==> config.mk <==
export PLATFORM = sky130hd
export DESIGN_NAME = dl_pipe_adder
export DESIGN_NICKNAME = d
export VERILOG_FILES = /design/src/rtl/dl_pipe_adder_pkg.sv /design/src/rtl/dl_pipe_adder_stage.sv /design/src/rtl/dl_pipe_adder.sv
export VERILOG_INCLUDE_DIRS = /design/src /design/src/rtl
export SDC_FILE = /design/constraint.sdc
export NUM_CORES = 1
export LEC_CHECK = 0
export CAP_MARGIN = 10
export CORE_UTILIZATION = 50
export CTS_CLUSTER_SIZE = 20
export DETAILED_ROUTE_END_ITERATION = 10
export PLACE_DENSITY = 0.73
export SLEW_MARGIN = 10
export SYNTH_ARGS = -nofsm -noshare
export SYNTH_HDL_FRONTEND = slang
export SYNTH_SLANG_ARGS = --single-unit
==> constraint.sdc <==
create_clock -name clk -period 5.5 [get_ports clk]
set_input_delay 1.1 -clock clk [delete_from_list [all_inputs] [get_ports clk]]
set_output_delay 1.1 -clock clk [all_outputs]
set_load 0.05 [all_outputs]
==> src/rtl/dl_adder_defs.vh <==
// Shared definitions for the design_lib adder family.
// Contains the chunk-width derivation, the parameter legality check and the
// saturation pattern helpers.
`ifndef DL_ADDER_DEFS_VH
`define DL_ADDER_DEFS_VH

// Width of one carry-chained chunk.
`define DL_CHUNK_BITS(NB, NS) ((NB) / (NS))

// Elaboration-time legality check; expands to a generate-if in module scope.
`define DL_ADDER_CHECK(NB, NS) \
   if (((NB) < 2) || ((NS) < 1) || ((NS) > (NB)) || (((NB) % (NS)) != 0)) begin : g_param_err \
      $error("dl_pipe_adder: NUM_BITS must be >= 2 and divisible by NUM_STAGES (1..NUM_BITS)"); \
   end

// Signed extremes of a W-bit two's-complement value.
`define DL_SAT_MAX(W) {1'b0, {((W) - 1){1'b1}}}
`define DL_SAT_MIN(W) {1'b1, {((W) - 1){1'b0}}}

`endif

==> src/rtl/dl_pipe_adder_pkg.sv <==
// Common types and helpers for the pipelined adder/subtractor.
package dl_pipe_adder_pkg;

   typedef enum logic {
      DL_OP_ADD = 1'b0,
      DL_OP_SUB = 1'b1
   } dl_op_e;

   // Signed overflow from the sign bits of both addends and of the result.
   function automatic logic dl_ovf(input logic a_msb, input logic b_msb, input logic s_msb);
      return (a_msb == b_msb) && (s_msb != a_msb);
   endfunction

endpackage

==> src/rtl/dl_pipe_adder_stage.sv <==
// One chunk of the pipelined adder: CHUNK_BITS adder with carry in/out plus
// its partial-sum, carry and valid registers. Everything holds when adv=0.
module dl_pipe_adder_stage
   import dl_pipe_adder_pkg::*;
#(
   parameter int CHUNK_BITS = 8
) (
   input  logic                  clk,
   input  logic                  rst_n,
   input  logic                  adv,
   input  logic                  valid_i,
   input  logic [CHUNK_BITS-1:0] a_i,
   input  logic [CHUNK_BITS-1:0] b_i,
   input  logic                  c_i,
   output logic                  valid_o,
   output logic [CHUNK_BITS-1:0] sum_o,
   output logic                  cout_o
);

   logic [CHUNK_BITS:0]   add_w;
   logic                  valid_q, valid_d;
   logic [CHUNK_BITS-1:0] sum_q, sum_d;
   logic                  cout_q, cout_d;

   assign add_w = {1'b0, a_i} + {1'b0, b_i} + (CHUNK_BITS + 1)'(c_i);

   // Load the new chunk result on advance, otherwise hold.
   always_comb begin
      valid_d = valid_q;
      sum_d   = sum_q;
      cout_d  = cout_q;
      if (adv) begin
         valid_d = valid_i;
         sum_d   = add_w[CHUNK_BITS-1:0];
         cout_d  = add_w[CHUNK_BITS];
      end
   end

   // Stage registers.
   always_ff @(posedge clk or negedge rst_n) begin
      if (!rst_n) begin
         valid_q <= 1'b0;
         sum_q   <= '0;
         cout_q  <= 1'b0;
      end else begin
         valid_q <= valid_d;
         sum_q   <= sum_d;
         cout_q  <= cout_d;
      end
   end

   assign valid_o = valid_q;
   assign sum_o   = sum_q;
   assign cout_o  = cout_q;

endmodule

==> src/rtl/dl_pipe_adder.sv <==
// Pipelined two's-complement adder/subtractor, NUM_STAGES carry-chained chunks
// with valid/ready back-pressure. The pipeline is a rigid shift: every stage
// advances together when the output is free or being consumed.
// Optional macro DL_PIPE_ADDER_SAT_EN adds a 'sat' input that clamps the
// result to the signed extreme on overflow.
`include "dl_adder_defs.vh"

module dl_pipe_adder
   import dl_pipe_adder_pkg::*;
#(
   parameter int NUM_BITS   = 32,
   parameter int NUM_STAGES = 4
) (
   input  logic                clk,
   input  logic                rst_n,
   input  logic                in_valid,
   output logic                in_ready,
   input  logic [NUM_BITS-1:0] a,
   input  logic [NUM_BITS-1:0] b,
   input  logic                cin,
   input  logic                sub,
`ifdef DL_PIPE_ADDER_SAT_EN
   input  logic                sat,
`endif
   output logic                out_valid,
   input  logic                out_ready,
   output logic [NUM_BITS-1:0] sum,
   output logic                cout,
   output logic                ovf
);

   localparam int CHUNK_BITS = `DL_CHUNK_BITS(NUM_BITS, NUM_STAGES);

   `DL_ADDER_CHECK(NUM_BITS, NUM_STAGES)

   logic                adv;
   logic                c0;
   logic [NUM_BITS-1:0] b_eff;

   assign adv      = out_ready || !out_valid;
   assign in_ready = adv;
   assign b_eff    = (dl_op_e'(sub) == DL_OP_SUB) ? ~b : b;
   assign c0       = cin ^ sub;

   for (genvar gi = 0; gi < NUM_STAGES; gi++) begin : g_stg
      // Operand bits still to be summed, aligned with this stage's input.
      localparam int W = NUM_BITS - gi * CHUNK_BITS;
      logic [W-1:0]                  opa, opb;
      logic                          carry_in, valid_in;
      logic [CHUNK_BITS-1:0]         chunk_sum;
      logic                          chunk_cout, valid_out;
      // Result bits of chunks 0..gi, aligned with this stage's output.
      logic [(gi+1)*CHUNK_BITS-1:0]  res;

      if (gi == 0) begin : g_head
         assign opa      = a;
         assign opb      = b_eff;
         assign carry_in = c0;
         assign valid_in = in_valid && in_ready;
         assign res      = chunk_sum;
      end else begin : g_body
         logic [W-1:0]             opa_q, opa_d, opb_q, opb_d;
         logic [gi*CHUNK_BITS-1:0] lo_q, lo_d;

         // Stagger registers: upper operand chunks and finished lower result chunks.
         always_comb begin
            opa_d = opa_q;
            opb_d = opb_q;
            lo_d  = lo_q;
            if (adv) begin
               opa_d = g_stg[gi-1].opa[W+CHUNK_BITS-1:CHUNK_BITS];
               opb_d = g_stg[gi-1].opb[W+CHUNK_BITS-1:CHUNK_BITS];
               lo_d  = g_stg[gi-1].res;
            end
         end

         // Stagger register state.
         always_ff @(posedge clk or negedge rst_n) begin
            if (!rst_n) begin
               opa_q <= '0;
               opb_q <= '0;
               lo_q  <= '0;
            end else begin
               opa_q <= opa_d;
               opb_q <= opb_d;
               lo_q  <= lo_d;
            end
         end

         assign opa      = opa_q;
         assign opb      = opb_q;
         assign carry_in = g_stg[gi-1].chunk_cout;
         assign valid_in = g_stg[gi-1].valid_out;
         assign res      = {chunk_sum, lo_q};
      end

`ifdef DL_PIPE_ADDER_SAT_EN
      logic sat_in, sat_q, sat_d;
      if (gi == 0) begin : g_sat_head
         assign sat_in = sat;
      end else begin : g_sat_body
         assign sat_in = g_stg[gi-1].sat_q;
      end

      // Saturation request travels with its operands.
      always_comb begin
         sat_d = sat_q;
         if (adv) sat_d = sat_in;
      end

      // Saturation flag register.
      always_ff @(posedge clk or negedge rst_n) begin
         if (!rst_n) sat_q <= 1'b0;
         else        sat_q <= sat_d;
      end
`endif

      dl_pipe_adder_stage #(
         .CHUNK_BITS (CHUNK_BITS)
      ) u_stage (
         .clk     (clk),
         .rst_n   (rst_n),
         .adv     (adv),
         .valid_i (valid_in),
         .a_i     (opa[CHUNK_BITS-1:0]),
         .b_i     (opb[CHUNK_BITS-1:0]),
         .c_i     (carry_in),
         .valid_o (valid_out),
         .sum_o   (chunk_sum),
         .cout_o  (chunk_cout)
      );

      if (gi == NUM_STAGES - 1) begin : g_tail
         logic a_msb_q, a_msb_d, b_msb_q, b_msb_d;
         logic ovf_w;

         // Capture the operand sign bits alongside the top chunk for overflow.
         always_comb begin
            a_msb_d = a_msb_q;
            b_msb_d = b_msb_q;
            if (adv) begin
               a_msb_d = opa[W-1];
               b_msb_d = opb[W-1];
            end
         end

         // Sign bit registers.
         always_ff @(posedge clk or negedge rst_n) begin
            if (!rst_n) begin
               a_msb_q <= 1'b0;
               b_msb_q <= 1'b0;
            end else begin
               a_msb_q <= a_msb_d;
               b_msb_q <= b_msb_d;
            end
         end

         assign ovf_w     = dl_ovf(a_msb_q, b_msb_q, res[NUM_BITS-1]);
         assign out_valid = valid_out;
         assign cout      = chunk_cout;
         assign ovf       = ovf_w;
`ifdef DL_PIPE_ADDER_SAT_EN
         assign sum = (sat_q && ovf_w)
                    ? (a_msb_q ? `DL_SAT_MIN(NUM_BITS) : `DL_SAT_MAX(NUM_BITS))
                    : res;
`else
         assign sum = res;
`endif
      end
   end

endmodule

==> results.md, run 1 <==
- H-tree depth: 4
- Clock skew: 6.151 ps
- Combinational family with the most area after synthesis: simple AND/OR/NAND/NOR gates
- Via count: 5970
- CP endpoint kind: output pin
- DR pass1 iterations: 6
- Synth unique cells: 35
- Hold WC Path Type: flop to flop
- Final wirelength: 15.10 mm
- Simple-gate share of the synthesized area: 0.2235
- First-pass GRT wire length: 26.42 mm
- Power per Cell Area: 602.6 mW/mm²
- Leakage Power: 4.981 nW
- Antenna Nets Post-Route: 0
- Clock power frac: 0.213
- Met3 Use GR: 0.02922
- Max Buffers Root-to-Sink: 2
- Vias per inst: 4.795
- CTS Root Cell: clkbuf_16
- Placeable Area: 0.01652 mm²
- Vias in the first global route: 5791
- Most common cell after layout, fill and taps aside: nand2_1
- P_sw: 2.385 mW
- Crit path DAT: 2540 ps
- PnR Total Power: 6.184 mW
- Initial DRC count: 325
- RSZ-0062 raised after global routing: no
- Critical path class: input port to output pin
- Compound-gate portion of the synthesized area: 0.08104
- TNS Setup: 0 ps
- Mapped Nets: 1034
- Gpl congestion: 0.8182
- DRC Markers: 0
- Met2 GRT Util: 0.3228
- Max Slew Vio Count: 0
- Die height: 131.8 µm
- Rows: 47
- Hpwl dp: 9.778 mm
- Combinational share of power: 0.410
- Peak supply drop: 0.5582 mV
- Largest net degree at the start of global routing: 226
- Top Usage Layer GRT: met2
- DIE AREA: 0.01738 mm²
- #FFs+latches synth: 186
- Slew margin rel.: 0.3059
- Seq/Total Area, Yosys: 0.5522
- Fmax: 274.4 MHz
- Share of layout cells above drive strength 1: 0.04878
- Post-Place Cells: 1214
- Share of the synthesized area in the top cell type: 0.5522
- I/O pin total: 106
- Initial antenna violation count: 0
- Post-Synth XOR/XNOR Area: 0.05195
- Period utilization: 0.6626
- Synth Warn #: 0
- Final Hold Viols: 0
- Adder-cell share of the synthesized area: 0.06056
- Synthesized cell area: 0.008429 mm²
- CTS tree: yes
- Final std cells w/o fill: 1245
- Synth Instances: 928
- Initial Util: 0.5101
- Hold Buf Count CTS: 0
- Most frequent cells in the layout: nand2_1 (449), dfrtp_1 (186), clkdlybuf4s50_1 (103)
- GRT overflow: 0
- Cts repair resizes: 0
- Period minus WS final: 3644 ps
- Synth top area cells: dfrtp_1 (55%), nand2_1 (20%), ha_1 (4.2%), xnor2_1 (2.9%), o21ai_0 (2.8%)
- CP Launch Type: input port
- Max-cap viol count: 0
- PortBufs: 105
- GRT Resource Usage Total: 0.1879
- Switching Share: 0.3857
- Seq pwr share: 0.376
- Mux cell area share after synthesis: 0
- Synthesis-to-layout area growth: 21.75%
- Post-CTS Setup Bufs: 0
- Syn Area/Cell: 9.083 µm²
- # diodes: 0
- Worst slew pin tran: 1041 ps
- R2R Setup Slk: 3070 ps
- Leading area contributor after synthesis: dfrtp_1
- Int Power: 3.799 mW
- CTS buffer count: 17
- Clk slew on worst S/H paths: 60 ps
- Status: complete, no violations
- GR Layer Usage met1: 0.2422
- Final #Nets: 1119
- Die X: 131.8 µm
- Max FO, Critical Path: 2
- Req. time, crit path: 4400 ps
- Routed length per instance: 12.13 µm
- Sink Count: 186
- Worst-Skew Late Latency: 420 ps
- Final setup fails: 0
[final cells by class]
type	count	area, µm²
fillers	1424	6262
flip-flops and latches	186	4654
multi-input cells	686	3523
clock inverters	5	128.9
clock buffers	26	529.3
inverters	11	43.79
well taps	220	275.3
repair buffers	111	1107
[worst max-delay path, cell delays in order]
cell             delay [ps]
clkdlybuf4s50_1         500
nor2b_4                  70
inv_4                    70
clkdlybuf4s50_1         800
[registers in the layout, indices dropped and copies added, names as in the netlist]
name                   flops
g_stg.g_body.lo_q         48
g_stg.g_body.opa_q        48
g_stg.g_body.opb_q        48
g_stg.u_stage.sum_o       32
g_stg.u_stage.cout_o       4
g_stg.u_stage.valid_o      4
g_stg.g_tail.a_msb_q       1
g_stg.g_tail.b_msb_q       1
[logic make-up (layout without fill, tap and decap cells)]
| family | count (synthesis) | count (layout) |
|---|---|---|
| AOI/OAI and AO/OA | 113 | 113 |
| and+or+nand+nor | 487 | 487 |
| adders and majority gates | 36 | 36 |
| buffers and inverters | 56 | 153 |
| xor gates and xnor gates | 50 | 50 |
| DFF | 186 | 186 |
[layer usage]
layer / wire [µm] / up-vias
met5: 0 / -
met2: 7289 / 79
met4: 221 / 0
met3: 318 / 16
met1: 7266 / 2753
li1: - / 3122
[power groups by stage]
stage | Clock [mW] | Combinational, mW | Sequential, mW
after global routing | 1.40 | 2.85 | 2.41
after detailed placement | 0 | 2.55 | 2.35
after CTS | 1.35 | 2.57 | 2.33
after global placement | 0 | 2.49 | 2.33
final | 1.32 | 2.54 | 2.33
after floorplan | 0 | 1.51 | 2.69
[path summary, 6_finish.rpt]
kind                                           from                        end  cells past startpoint
max                                       out_ready                   in_ready                      4
min                        g_stg[3].g_body.lo_q[16]   g_stg[3].g_body.lo_q[16]                      2
max reg2reg                g_stg[3].g_body.opa_q[0]  g_stg[3].u_stage.sum_o[6]                      7
min reg2reg                g_stg[3].g_body.lo_q[16]   g_stg[3].g_body.lo_q[16]                      2
max in group asynchronous                     rst_n   g_stg[2].g_body.opa_q[7]                      2
min in group asynchronous                     rst_n  g_stg[1].g_body.opa_q[18]                      1
[synth_stat cells, drive strengths merged]
library cell	number
ha	28
a21boi	1
fa	8
nor3b	1
o21bai	4
nand2	449
nor2b	3
a21oi	20
o31ai	1
or3	1
xor2	22
nand2b	3
inv	11
clkbuf	6
o31a	2
nor2	16
a211oi	9
xnor2	28
nand3	1
a211o	1
nor3	13
buf	39
dfrtp	186
a21o	5
o211ai	4
o21ai	60
o21a	2
a31oi	4
[through the flow]
stage,setup slack [ps],cell area [µm²],util,hold slack (ps)
after detailed placement,1855,9604,0.5812,446.9
after global routing,1814,10260,0.6210,481.1
after floorplan,2284,8429,-,430.0
after CTS,1843,10260,0.6210,468.9
final,1856,10260,0.6210,461.6
after global placement,1848,9604,0.5812,442.1
(Power assumes the default switching activity.)
==> run 2: changes to the inputs <==
--- a/config.mk
+++ b/config.mk
@@ -10,7 +10,7 @@
 export CORE_UTILIZATION = 50
 export CTS_CLUSTER_SIZE = 20
 export DETAILED_ROUTE_END_ITERATION = 10
-export PLACE_DENSITY = 0.73
+export PLACE_DENSITY = 0.76
 export SLEW_MARGIN = 10
 export SYNTH_ARGS = -nofsm -noshare
 export SYNTH_HDL_FRONTEND = slang
==> constraint.sdc (replaced) <==
create_clock -name clk -period 3.2 [get_ports clk]
set_input_delay 0.64 -clock clk [delete_from_list [all_inputs] [get_ports clk]]
set_output_delay 0.64 -clock clk [all_outputs]
set_load 0.05 [all_outputs]
==> run 2 against run 1 <==
  * Via count rose by 1.1%
  * Global-route usage up 0.17 points
  * Clock power increased by 51%
  * Setup slack worse by 1200 ps
  * Clock skew hardly changed
  * Total power increased by 67%
  * Largest power group unchanged
  * First-iteration DRC count rose by 10%
  * Critical path type is now input port to flop
  * Sequential cell count did not move
==> results.md, run 2 (same netlist as run 1, synthesis figures left out) <==
- Final wirelength: 15.17 mm (+0.46%)
- Top Registers: g_stg.g_body.lo_q x48, g_stg.g_body.opa_q x48, g_stg.g_body.opb_q x48
- Largest net degree at the start of global routing: 155 (-31%)
- Placeable Area: 0.01652 mm² (unchanged)
- DR pass1 iterations: 4 (-2)
- Max Buffers Root-to-Sink: 2 (unchanged)
- Final Hold Viols: 0 (unchanged)
- RSZ-0062 raised after global routing: no
- Worst-Skew Late Latency: 430 ps (about the same)
- # fillers: 1435 (+0.77%)
- Initial Util: 0.5101 (unchanged)
- Cts repair resizes: 0 (unchanged)
- Worst slew pin tran: 633.8 ps (-407.3 ps)
- Req. time, crit path: 3500 ps (-900 ps)
- Final #Nets: 1121 (+0.18%)
- H-tree depth: 4 (unchanged)
- I/O pin total: 106 (unchanged)
- First-pass GRT wire length: 26.52 mm (+0.39%)
- Routed length per instance: 12.16 µm (+0.30%)
- PortBufs: 105 (unchanged)
- Leakage Power: 4.954 nW (-0.55%)
- CTS Root Cell: clkbuf_16
- Final setup fails: 0 (unchanged)
- Crit path DAT: 2880 ps (+340 ps)
- CTS tree: yes
- Post-CTS Setup Bufs: 0 (unchanged)
- DRC Markers: 0 (unchanged)
- Most frequent cells in the layout: nand2_1 (449), dfrtp_1 (186), clkdlybuf4s50_1 (102)
- TNS Setup: 0 ps (unchanged)
- Slew margin rel.: 0.5774 (+0.2715)
- Via count: 6034 (+1.1%)
- CP Launch Type: input port
- GRT overflow: 0 (unchanged)
- Sink Count: 186 (unchanged)
- CP endpoint kind: flop
- Clk slew on worst S/H paths: 60 ps (about the same)
- Max Slew Vio Count: 0 (unchanged)
- Die height: 131.8 µm (unchanged)
- Hold Buf Count CTS: 0 (unchanged)
- Rows: 47 (unchanged)
- DIE AREA: 0.01738 mm² (unchanged)
- Critical path class: input port to flop
- Vias in the first global route: 5975 (+3.2%)
- Most common cell after layout, fill and taps aside: nand2_1
- Register area: 0.004654 mm² (unchanged)
- Fmax: 386.8 MHz
- Clock skew: 6.491 ps (+0.3393 ps)
- Status: complete, no violations
- Final std cells w/o fill: 1247 (+0.16%)
- Post-Place Cells: 1216 (+0.16%)
- Period minus WS final: 2586 ps
- Die X: 131.8 µm (unchanged)
- Peak supply drop: 0.4647 mV (-17%)
- Max-cap viol count: 0 (unchanged)
- Initial antenna violation count: 0 (unchanged)
- Synthesis-to-layout area growth: 21.23%
- # diodes: 0 (unchanged)
- Share of layout cells above drive strength 1: 0.05258 (+0.003800)
- Initial DRC count: 359 (+10%)
- Power per Cell Area: 1013 mW/mm² (+68%)
- Period utilization: 0.8080
- GRT Resource Usage Total: 0.1895 (+0.001662)
- Antenna Nets Post-Route: 0 (unchanged)
- Hpwl dp: 10.13 mm (+3.6%)
- Max FO, Critical Path: 3 (+1)
- Worst hold slack: 229.2 ps (-232.4 ps)
- Gpl congestion: 0.8187 (about the same)
- Vias per inst: 4.839 (+0.91%)
- Multi-input gate area: 0.003523 mm² (unchanged)
- CTS buffer count: 17 (unchanged)
- Hold WC Path Type: input port to async pin
-- run 2: cell types whose count changed in the layout (fill, tap and decap cells not counted), sizes merged --
cell / previous run / this run
bufinv: 4 / 1
clkbuf: 27 / 22
clkinv: 1 / 5
clkdlybuf4s50: 103 / 102
inv: 11 / 12
clkinvlp: 0 / 3
buf: 7 / 10
-- run 2: stage by stage --
step                      total power [mW]  utilization  setup WS, ps  cell area (µm²)
after global placement               8.282       0.5842         296.8             9654
after detailed placement             8.455       0.5842         211.1             9654
after floorplan                      7.228            -         443.7             8429
after CTS                            10.48       0.6184         647.8            10220
after global routing                 11.19       0.6184         547.7            10220
final                                10.36       0.6184         614.5            10220
-- run 2: metal layers --
metal	track usage	wire (µm)
met5	0	0
met4	0.08527	379
met3	0.03422	316
met2	0.3257	7406
met1	0.2336	7064
-- run 2: worst paths after layout --
kind                            cells after the start                         to  slack (ps)                      from
worst min-delay path                                1  g_stg[2].g_body.opa_q[10]         230                     rst_n
min in group clk                                    2   g_stg[3].g_body.lo_q[15]         460  g_stg[3].g_body.lo_q[15]
max in group asynchronous                           2  g_stg[1].g_body.opa_q[11]        2170                     rst_n
worst max-delay path                               10  g_stg[0].u_stage.sum_o[6]         610                      b[0]
worst min register to register                      2   g_stg[3].g_body.lo_q[15]         460  g_stg[3].g_body.lo_q[15]
worst max register to register                      7  g_stg[3].u_stage.sum_o[6]         800  g_stg[3].g_body.opa_q[0]
-- run 2: critical path, stage by stage --
cell and delay (ps):
clkdlybuf4s50_1 410, xor2_1 180, fa_1 460, inv_1 100, fa_1 290, nor2b_4 60
o31a_1 270, o21ai_2 160, nor3b_2 230, o31ai_2 80
-- run 2: layout make-up --
type                       count  share of cell area
sequential                   186              0.4555
multi-input combinational    686              0.3448
timing repair buffer         113              0.1133
clock buffer                  21             0.04604
tap                          220             0.02694
clock inverter                10            0.009183
inverter                      11            0.004286
-- run 2: report_power, final --
group / switching [mW] / leakage (nW) / total (mW) / internal [mW]
clock network: 0.857 / 0.271 / 1.99 / 1.13
logic: 2.70 / 2.43 / 4.39 / 1.69
registers: 0.576 / 2.25 / 3.98 / 3.40
